--- src/rtl/shift_sub_divider.sv ---
// Iterative unsigned restoring divider: one quotient bit per clock, valid/ready
// on both the operand and the result side, with a divide-by-zero shortcut.
module shift_sub_divider #(
    parameter int WIDTH = 8
) (
    input  logic             clk,
    input  logic             rst_n,
    input  logic             din_valid,
    output logic             din_ready,
    input  logic [WIDTH-1:0] dividend,
    input  logic [WIDTH-1:0] divisor,
    output logic             dout_valid,
    input  logic             dout_ready,
    output logic [WIDTH-1:0] quotient,
    output logic [WIDTH-1:0] remainder,
    output logic             div_by_zero
);

    localparam int CW = (WIDTH > 2) ? $clog2(WIDTH) : 1;
    localparam logic [CW-1:0] CNT_LAST = CW'(WIDTH - 1);
    localparam logic [CW-1:0] CNT_ONE  = CW'(1);

    typedef enum logic [1:0] {
        IDLE,
        CALC,
        DONE
    } state_t;

    state_t           state_q, state_d;
    logic [CW-1:0]    cnt_q, cnt_d;
    logic [WIDTH-1:0] quo_q, quo_d;
    logic [WIDTH-1:0] rem_q, rem_d;
    logic [WIDTH-1:0] dvs_q, dvs_d;
    logic             dbz_q, dbz_d;

    // The trial value needs one extra bit only for the compare; the difference
    // always fits back into WIDTH bits because it is smaller than the divisor.
    logic [WIDTH:0]   trial;

    always_ff @(posedge clk or negedge rst_n) begin
        if (!rst_n) begin
            state_q <= IDLE;
            cnt_q   <= '0;
            quo_q   <= '0;
            rem_q   <= '0;
            dvs_q   <= '0;
            dbz_q   <= 1'b0;
        end else begin
            state_q <= state_d;
            cnt_q   <= cnt_d;
            quo_q   <= quo_d;
            rem_q   <= rem_d;
            dvs_q   <= dvs_d;
            dbz_q   <= dbz_d;
        end
    end

    always_comb begin
        state_d    = state_q;
        cnt_d      = cnt_q;
        quo_d      = quo_q;
        rem_d      = rem_q;
        dvs_d      = dvs_q;
        dbz_d      = dbz_q;
        din_ready  = 1'b0;
        dout_valid = 1'b0;
        trial      = {rem_q, quo_q[WIDTH-1]};

        case (state_q)
            IDLE: begin
                din_ready = 1'b1;
                if (din_valid) begin
                    dvs_d = divisor;
                    if (divisor != '0) begin
                        quo_d   = dividend;
                        rem_d   = '0;
                        cnt_d   = CNT_LAST;
                        dbz_d   = 1'b0;
                        state_d = CALC;
                    end else begin
                        quo_d   = '1;
                        rem_d   = dividend;
                        dbz_d   = 1'b1;
                        state_d = DONE;
                    end
                end
            end
            CALC: begin
                if (trial >= {1'b0, dvs_q}) begin
                    rem_d = trial[WIDTH-1:0] - dvs_q;
                    quo_d = {quo_q[WIDTH-2:0], 1'b1};
                end else begin
                    rem_d = trial[WIDTH-1:0];
                    quo_d = {quo_q[WIDTH-2:0], 1'b0};
                end
                if (cnt_q == '0) begin
                    state_d = DONE;
                end else begin
                    cnt_d = cnt_q - CNT_ONE;
                end
            end
            DONE: begin
                dout_valid = 1'b1;
                if (dout_ready) begin
                    state_d = IDLE;
                end
            end
            default: begin
                state_d = IDLE;
            end
        endcase
    end

    assign quotient    = quo_q;
    assign remainder   = rem_q;
    assign div_by_zero = dbz_q;

endmodule

--- config.mk ---
export PLATFORM = sky130hd
export DESIGN_NAME = shift_sub_divider
export DESIGN_NICKNAME = d
export VERILOG_FILES = /design/src/rtl/shift_sub_divider.sv
export SDC_FILE = /design/constraint.sdc
export NUM_CORES = 1
export LEC_CHECK = 0
export CORE_ASPECT_RATIO = 1.1
export CORE_MARGIN = 2
export CORE_UTILIZATION = 40
export CTS_CLUSTER_SIZE = 14
export DETAILED_ROUTE_END_ITERATION = 8
export PLACE_DENSITY_LB_ADDON = 0.3
export SETUP_SLACK_MARGIN = 0.1
export SLEW_MARGIN = 20
export SYNTH_ARGS = -nofsm -noshare
export SYNTH_HDL_FRONTEND = slang
export SYNTH_SLANG_ARGS = --single-unit
--- constraint.sdc ---
create_clock -name clk -period 2.6 [get_ports clk]
set_clock_uncertainty 0.1 [all_clocks]
set_input_delay 0.52 -clock clk [delete_from_list [all_inputs] [get_ports clk]]
set_output_delay 0.52 -clock clk [all_outputs]
set_load 0.005 [all_outputs]
==> results of run 1 <==
cells in the final DEF (no fill, tap or decap), types with 2 or more instances in the layout:
master                            netlist  final
sky130_fd_sc_hd__clkdlybuf4s50_1        0     38
sky130_fd_sc_hd__clkinv_2               0      2
sky130_fd_sc_hd__inv_1                 14     14
sky130_fd_sc_hd__and2_1                 3      3
sky130_fd_sc_hd__o21ai_0               24     24
sky130_fd_sc_hd__dfrtp_1               30     30
sky130_fd_sc_hd__nor3_1                 2      2
sky130_fd_sc_hd__nand2_1               21     21
sky130_fd_sc_hd__a311oi_1               2      2
sky130_fd_sc_hd__nor4_1                 2      2
sky130_fd_sc_hd__a2bb2oi_1              2      2
sky130_fd_sc_hd__and3_1                 8      8
sky130_fd_sc_hd__o31ai_1                3      3
sky130_fd_sc_hd__nor2_1                 8      8
sky130_fd_sc_hd__mux2i_1                6      6
sky130_fd_sc_hd__ha_1                  10     10
sky130_fd_sc_hd__a31oi_1                2      2
sky130_fd_sc_hd__or2_2                  2      2
sky130_fd_sc_hd__a21oi_1               11     11
sky130_fd_sc_hd__clkbuf_8               0      5
sky130_fd_sc_hd__nand2b_1               3      3
sky130_fd_sc_hd__nor2b_1                5      5
sky130_fd_sc_hd__xnor2_1                3      3
sky130_fd_sc_hd__o22ai_1                7      7
sky130_fd_sc_hd__xor2_1                 3      3
sky130_fd_sc_hd__buf_4                  0      8
cell type report:
type / count / area [um^2] / share of cell area
timing repair buffer: 46 / 440 / 0.186
clock inverter: 3 / 40.0 / 0.0169
multi-input combinational: 141 / 945 / 0.399
inverter: 14 / 52.6 / 0.0222
tap: 54 / 67.6 / 0.0286
clock buffer: 5 / 68.8 / 0.0291
sequential: 30 / 751 / 0.317
registers in the layout, summed over array words and instances, names as in the netlist:
| register | count |
|---|---|
| state_q | 2 |
| quotient | 8 |
| div_by_zero | 1 |
| dvs_q | 8 |
| remainder | 8 |
| cnt_q | 3 |
worst paths after layout:
path,startpoint,to,slack (ns),depth (start not counted)
max,remainder[6],remainder[6],0.31,8
min,cnt_q[0],cnt_q[0],0.37,1
max reg2reg,remainder[6],remainder[6],0.31,8
min reg2reg,cnt_q[0],cnt_q[0],0.37,1
max in group asynchronous,rst_n,remainder[7],1.59,2
min in group asynchronous,rst_n,quotient[3],0.53,2
power by group through the flow:
stage / logic [uW] / registers, uW / clock network, uW
2_1_floorplan: 1300 / 819 / 0
3_3_place_gp: 1840 / 843 / 0
3_5_place_dp: 1870 / 843 / 0
4_1_cts: 1890 / 839 / 470
5_1_grt: 2190 / 870 / 496
6_report: 1970 / 838 / 463
per-layer routing:
metal / global-route usage / routed length (um) / vias to the layer above
met3: 0.0429 / 174 / 6
met2: 0.293 / 2080 / 30
li1: - / - / 772
met4: 0.0612 / 57 / 0
met1: 0.254 / 1900 / 707
met5: 0 / 0 / -
stage by stage:
stage / area [um^2] / setup WS (ns)
detailed placement: 2230 / 0.119
global placement: 2230 / 0.164
CTS: 2330 / 0.169
global route: 2360 / 0.138
floorplan: 1780 / 0.368
finish: 2360 / 0.314
cells by family (layout without fill, tap and decap cells):
family,Yosys count,count (layout)
XOR/XNOR,6,6
AO/OA/AOI/OAI,62,62
flip-flops,30,30
multiplexers,6,6
AND/OR/NAND/NOR,56,56
buffers and inverters,22,68
adder cells (fa/ha/maj),11,11
==> results, run 1 <==
- Wires add up to 4220 um.
- The combinational fraction of design power is 0.602.
- The critical path startpoint category is a flop.
- Sorting the synthesized cells by how often they occur yields sky130_fd_sc_hd__dfrtp_1, sky130_fd_sc_hd__o21ai_0, sky130_fd_sc_hd__nand2_1.
- On the critical path, the stage with the largest delay is an instance of sky130_fd_sc_hd__dfrtp_1.
- Synthesis instantiated 37 different standard cells from the library.
- The row count is 25.
- Yosys attributes the largest share of cell area to sky130_fd_sc_hd__dfrtp_1, sky130_fd_sc_hd__ha_1, sky130_fd_sc_hd__o21ai_0.
- Measured along the y axis, the die boundary spans 73.9 um.
- Counting I/O delays and the setup requirement, the final critical path takes 2.29 ns.
- The leakage power of the design is 0.00108 uW.
- In this run, post-CTS hold repair placed 0 buffers.
- The dominant delay contributor by cell family on the critical path is compound AO/OA/AOI/OAI gates.
- Setup violations remaining at the end of the flow were counted as 0.
- Once detail routing completed, the nets flagged for antenna violations numbered 0.
- The most common cell in the synthesized netlist is sky130_fd_sc_hd__dfrtp_1.
- Across the run, the number of max-cap violations was 0.
- The number of placed instances with taps included is 281.
- Of the total synthesized cell area, the portion taken by XOR and XNOR cells is 0.0296.
- The internal power component is 1930 uW.
- Of the post-synthesis cell area, the part taken by muxes is 0.0338.
- The global routing usage summed across all routing layers is 0.187.
- The cell accounting for the most synthesized area is sky130_fd_sc_hd__dfrtp_1.
- Buffers placed on the I/O ports in this run total 38.
- In this run the clock root is driven by a sky130_fd_sc_hd__clkbuf_8.
- The number of antenna repair diodes is 0.
- The switching share of total power is 0.410.
- The worst hold margin is 0.366 ns.
- The most used flip-flop cell after synthesis is sky130_fd_sc_hd__dfrtp_1.
- The part of the cycle the worst path needs is 0.879.
- The combined buffer and inverter count along the critical path is 1.
- The largest net degree at the start of global routing is 31.
- The flow ran to the end, and the final reports show no timing, DRC or antenna violations.
- The largest family of logic cells by synthesized area is compound AO/OA/AOI/OAI gates.
- The number of nets in the synthesized netlist is 224.
- The total congestion overflow is 0.
- Fill cells in the final layout number 400.
- The final max-slew violation count is 0.
- The synthesized instance count is 193.
- The detailed-routing iteration count for the pre-antenna-repair pass is 4.
- For this run, design rule violations remaining after detail routing come to 0.
- The number of non-filler instances in the completed layout is 293.
- The post-cts resize count is 0.
- The initial antenna violation count was 0.
- Dividing the detail-routed via count by the number of cells gives 5.17.
- After clock tree synthesis, the setup repair step added 0 buffers.
- Counting along the longest clock path gives a buffer depth of 2.
- After synthesis the netlist holds a flip-flop and latch count of 30.
- The worst min-delay path class is flop to flop.
- Measured on the finished design, the core utilization comes to 0.552.
- The count of vias placed by the detailed router is 1,515.
- The die is 67.6 um wide.
- After legalization and detailed placement, the total HPWL measured 3210 um.
- The post-synthesis compound-gate area fraction is 0.231.
- The synthesized area is 1780 um^2.
- The number of warnings printed during yosys synthesis is 0.
- The kind of capture point of the worst setup path is a flop.
- Dividing total power by cell area gives a power density of 1380 nW/um^2.
- The pin slew with the least headroom to its limit is 0.591 ns.
- After synthesis, the mean cell area works out to 9.21 um^2.
- The final hold violation count was 0.
- Dividing the detail-routed wire length by the instance count gives 14.4 um.
- The area share of the largest cell type after synthesis is 0.422.
- The fraction of the mapped netlist area in adder cells is 0.0816.
- Along the worst path, the maximum fanout reaches 5.
- The basic-gate share of the synthesized area counting and, or, nand and nor cells is 0.156.
- Routability-driven placement finished with a final weighted congestion of 0.808.
- The worst path required time is 2.64 ns.
- After layout, the design draws a total of 3270 uW.
- The fmax is 438 MHz.
- The delay contributed by the slowest stage of the critical path is 0.42 ns.
- CTS saw 30 sinks.
- The starting density of the core is 0.415.
- The number of global-route vias before repair is 1,487.
- The number of nets in the final layout is 269.
- The H-tree depth reported by CTS is 2.
- The number of synthesized flops with an enable pin is 0.
- The number of violations reported at the end of detailed-routing iteration 0 is 67.
- After clock tree synthesis, the clock-pin slew on the worst setup and hold paths is 0.06 ns.
- Of the total power, the clock network draws 0.142.
- The number of clock buffers added by TritonCTS is 5.
- The classification of the worst setup path is flop to flop.
- The share of total power dissipated in sequential elements is 0.256.
- The critical path goes through ha_1 -> and3_1 -> nand2b_1 -> o21ai_1 -> a31oi_4 -> buf_4 -> a311oi_1 -> o31ai_1.
- Setup repair after global routing left no endpoint under its margin.
- The core region is 4290 um^2.
- Of the synthesized area, sequential elements account for 0.422.
- The first global-routing pass estimated 6900 um of wire.
- In the final timing run, aggregate negative setup slack is 0 ns.
- The die covers 4990 um^2.
- The layout cell share with drive strength beyond 1 is 0.0962.
- Across the VDD grid, the largest voltage drop is 0.518 mV.
- The reported net switching power is 1340 uW.
- The top-level I/O count is 39.
- Compared with the post-synthesis result, the final layout area differs by 33.0%.
- The clock latency on the worst-skew pair is 0.29 ns.
- Counting flops with an async set or reset pin after synthesis yields a share of 1.00.
- In this run the tightest slew margin relative to its limit is 0.606.
- For the worst setup path, the data arrival time is 2.33 ns.
- The TritonCTS clock tree is built.
Power figures use the tool's default switching activity.
==> run 2: changes to the inputs <==
--- a/config.mk
+++ b/config.mk
@@ -8,5 +8,5 @@
 export CORE_ASPECT_RATIO = 1.1
 export CORE_MARGIN = 2
-export CORE_UTILIZATION = 40
+export CORE_UTILIZATION = 48
 export CTS_CLUSTER_SIZE = 14
 export DETAILED_ROUTE_END_ITERATION = 8
==> constraint.sdc (replaced) <==
create_clock -name clk -period 2.6 [get_ports clk]
set_clock_uncertainty 0.1 [all_clocks]
set_input_delay 0.78 -clock clk [delete_from_list [all_inputs] [get_ports clk]]
set_output_delay 0.78 -clock clk [all_outputs]
set_load 0.005 [all_outputs]
==> results, run 2 (synthesized netlist as in run 1, its figures left out) <==
- After detailed placement, the design holds a cell count of 279.
- After global routing the overflow that remains totals 0.
- The number of violations reported at the end of detailed-routing iteration 0 is 75.
- The final hold violation count is 0.
- In the final layout, the share of cells above drive strength 1 is 0.0928.
- Data on the critical path is required at its endpoint by 2.64 ns.
- The post-DP HPWL is 3170 um.
- Cell internal power was estimated by the tool at 1800 uW.
- The worst flop-to-flop path endpoint is remainder[7].
- The worst hold path endpoint is cnt_q[0].
- Based on the critical path, the design can be clocked at up to 427 MHz.
- The kind of capture point of the worst setup path is a flop.
- The part of the total power dissipated in the clock network is 0.125.
- The maximum fanout along the worst path is 7.
- The routability congestion estimate is 0.810.
- The final max-slew violation count is 0.
- The post-CTS setup buffer count is 0.
- The path class of the tightest hold or removal check is flop to flop.
- Of the total power, registers draw 0.268.
- The number of non-filler instances in the completed layout is 287.
- The per-cell routed wire length is 14.3 um.
- The headroom to the max-slew limit is 0.617.
- In the global route stage, overall resource usage came out at 0.220.
- The commonest non-fill, non-tap cell in the layout is sky130_fd_sc_hd__clkdlybuf4s50_1.
- For this design the ratio of total power to cell area is 1340 nW/um^2.
- Clock latency on the worst-skew pair, taken at its later pin, is 0.28 ns.
- The end-of-flow core utilization is 0.649.
- By startpoint and endpoint, the worst setup path is classified as flop to flop.
- The die is 67.8 um tall.
- The startpoint identified for the worst hold timing path is cnt_q[0].
- The number of global-route vias before repair is 1,428.
- Summed over all nets, the switching power comes to 1320 uW.
- Of the available clock period, the critical path in the final layout requires 0.900.
- The total DRC errors in the routed layout is 0.
- Using the TritonRoute via totals, the vias-per-cell ratio works out to 5.40.
- For the pin with the worst max-slew slack, the measured transition is 0.574 ns.
- In this run the worst setup path begins at remainder[6].
- The row count is 23.
- The total area inside the core boundary comes to 3600 um^2.
- Setup repair after global routing left no endpoint under its margin.
- From synthesis to final layout, the design area changed by 31.2%.
- The H-tree depth reported by CTS is 2.
- The tool flagged a number of max-cap violations equal to 0.
- In this run the remaining antenna-violating nets after routing total 0.
- The number of antenna repair diodes is 0.
- The post-route minimum period is 2.34 ns.
- The final setup violation count is 0.
- The detailed-routing iteration count for the pre-antenna-repair pass is 5.
- In the layout the commonest cells are sky130_fd_sc_hd__clkdlybuf4s50_1, sky130_fd_sc_hd__dfrtp_1, sky130_fd_sc_hd__o21ai_0, sky130_fd_sc_hd__nand2_1, sky130_fd_sc_hd__inv_1.
- The initial antenna violation count was 0.
- The arrival time at the worst endpoint is 2.38 ns.
- The clock-pin transition on the worst setup and hold timing paths is 0.07 ns.
- The combinational fraction of design power is 0.607.
- The clock passes through at most 2 buffers.
- The worst-case reg-to-reg path depth is 8.
- The initial utilization of the core area, before any placement, comes to 0.494.
- The worst hold margin is 0.371 ns.
- The cell depth of the worst min-delay path is 1.
- The die outline area is 4210 um^2.
- The routed design has 4100 um of wire.
- The startpoint of the lowest-slack register-to-register path is remainder[6].
- The root cell of the clock tree is sky130_fd_sc_hd__clkbuf_8.
- The number of nets in the final layout is 267.
- The first global-routing pass estimated 6620 um of wire.
- The critical path startpoint category is a flop.
- The worst supply voltage drop on vdd is 0.598 mV.
- Entering global routing, the biggest net connects 31 pins.
- The flow ran to the end, and the final reports show no timing, DRC or antenna violations.
- The setup check on the worst reg-to-reg path leaves a slack of 0.26 ns.
- TritonCTS built the clock tree.
- Detailed routing inserted a total of 1,549 vias.
- The clock buffer count from CTS is 5.
- In this run the count of I/O pins placed on the die edge is 39.
- The number of port buffers is 38.
- The die is 62.0 um wide.
- The leakage power of the design is 0.00106 uW.
- CTS saw 30 sinks.
- The switching share of total power is 0.423.
-- run 2: cell types whose count changed in the layout (fill, tap and decap cells not counted), sizes merged --
cell      previous run  this run
buf                  8         6
clkinvlp             0         1
clkinv               2         1
clkbuf               5         6
bufinv               1         0
-- run 2: layout make-up --
class | count | area, um^2
well taps | 50 | 62.6
repair buffers | 44 | 425
inverters | 14 | 52.6
clock inverters | 2 | 12.5
flip-flops and latches | 30 | 751
multi-input cells | 141 | 947
clock buffers | 6 | 82.6
fillers | 298 | 1260
-- run 2: metrics by stage --
stage                TNS, ns  power [uW]  setup WS (ns)  cell area [um^2]
floorplan                  0        2110          0.368              1780
global placement           0        2700        0.00281              2240
detailed placement  -0.00245        2730       -0.00245              2240
CTS                        0        3130          0.255              2330
global route               0        3400          0.109              2330
finish                     0        3120          0.260              2330
-- run 2: critical path, stage by stage, from the launching register on --
cell and delay, ns:
sky130_fd_sc_hd__dfrtp_1 0.42, sky130_fd_sc_hd__ha_1 0.38, sky130_fd_sc_hd__and3_1 0.20, sky130_fd_sc_hd__nand2b_1 0.11, sky130_fd_sc_hd__o21ai_1 0.23, sky130_fd_sc_hd__a31oi_4 0.15
sky130_fd_sc_hd__buf_4 0.20, sky130_fd_sc_hd__a311oi_1 0.29, sky130_fd_sc_hd__o31ai_1 0.12
-- run 2: power groups by stage --
stage / combinational, uW / clock, uW / sequential, uW
floorplan: 1300 / 0 / 819
global placement: 1860 / 0 / 839
detailed placement: 1880 / 0 / 843
CTS: 1900 / 394 / 836
global route: 2120 / 418 / 863
finish: 1890 / 390 / 835
-- run 2: repair_timing --
item,in CTS,in global routing
hold buffers,0,0
endpoints found under the hold margin,0,0
endpoints found under the setup margin,0,6
gates resized for setup,0,1
-- run 2: how the worst max path moves through the flow --
stage | end | slack, ns | cells past startpoint
after CTS | remainder[7] | 0.25 | 8
after detailed placement | remainder[7] | -0.002 | 8
after global placement | remainder[6] | 0.003 | 8
final | remainder[7] | 0.26 | 8
after floorplan | remainder[1] | 0.37 | 7
after global routing | remainder[7] | 0.11 | 8
-- run 2: per-layer routing --
layer  vias up  global-route usage  routed length, um
met4         0              0.0957                102
met2        45               0.341               2020
met1       725               0.288               1750
met5         -                   0                  0
met3         9              0.0529                225
li1        770                   -                  -
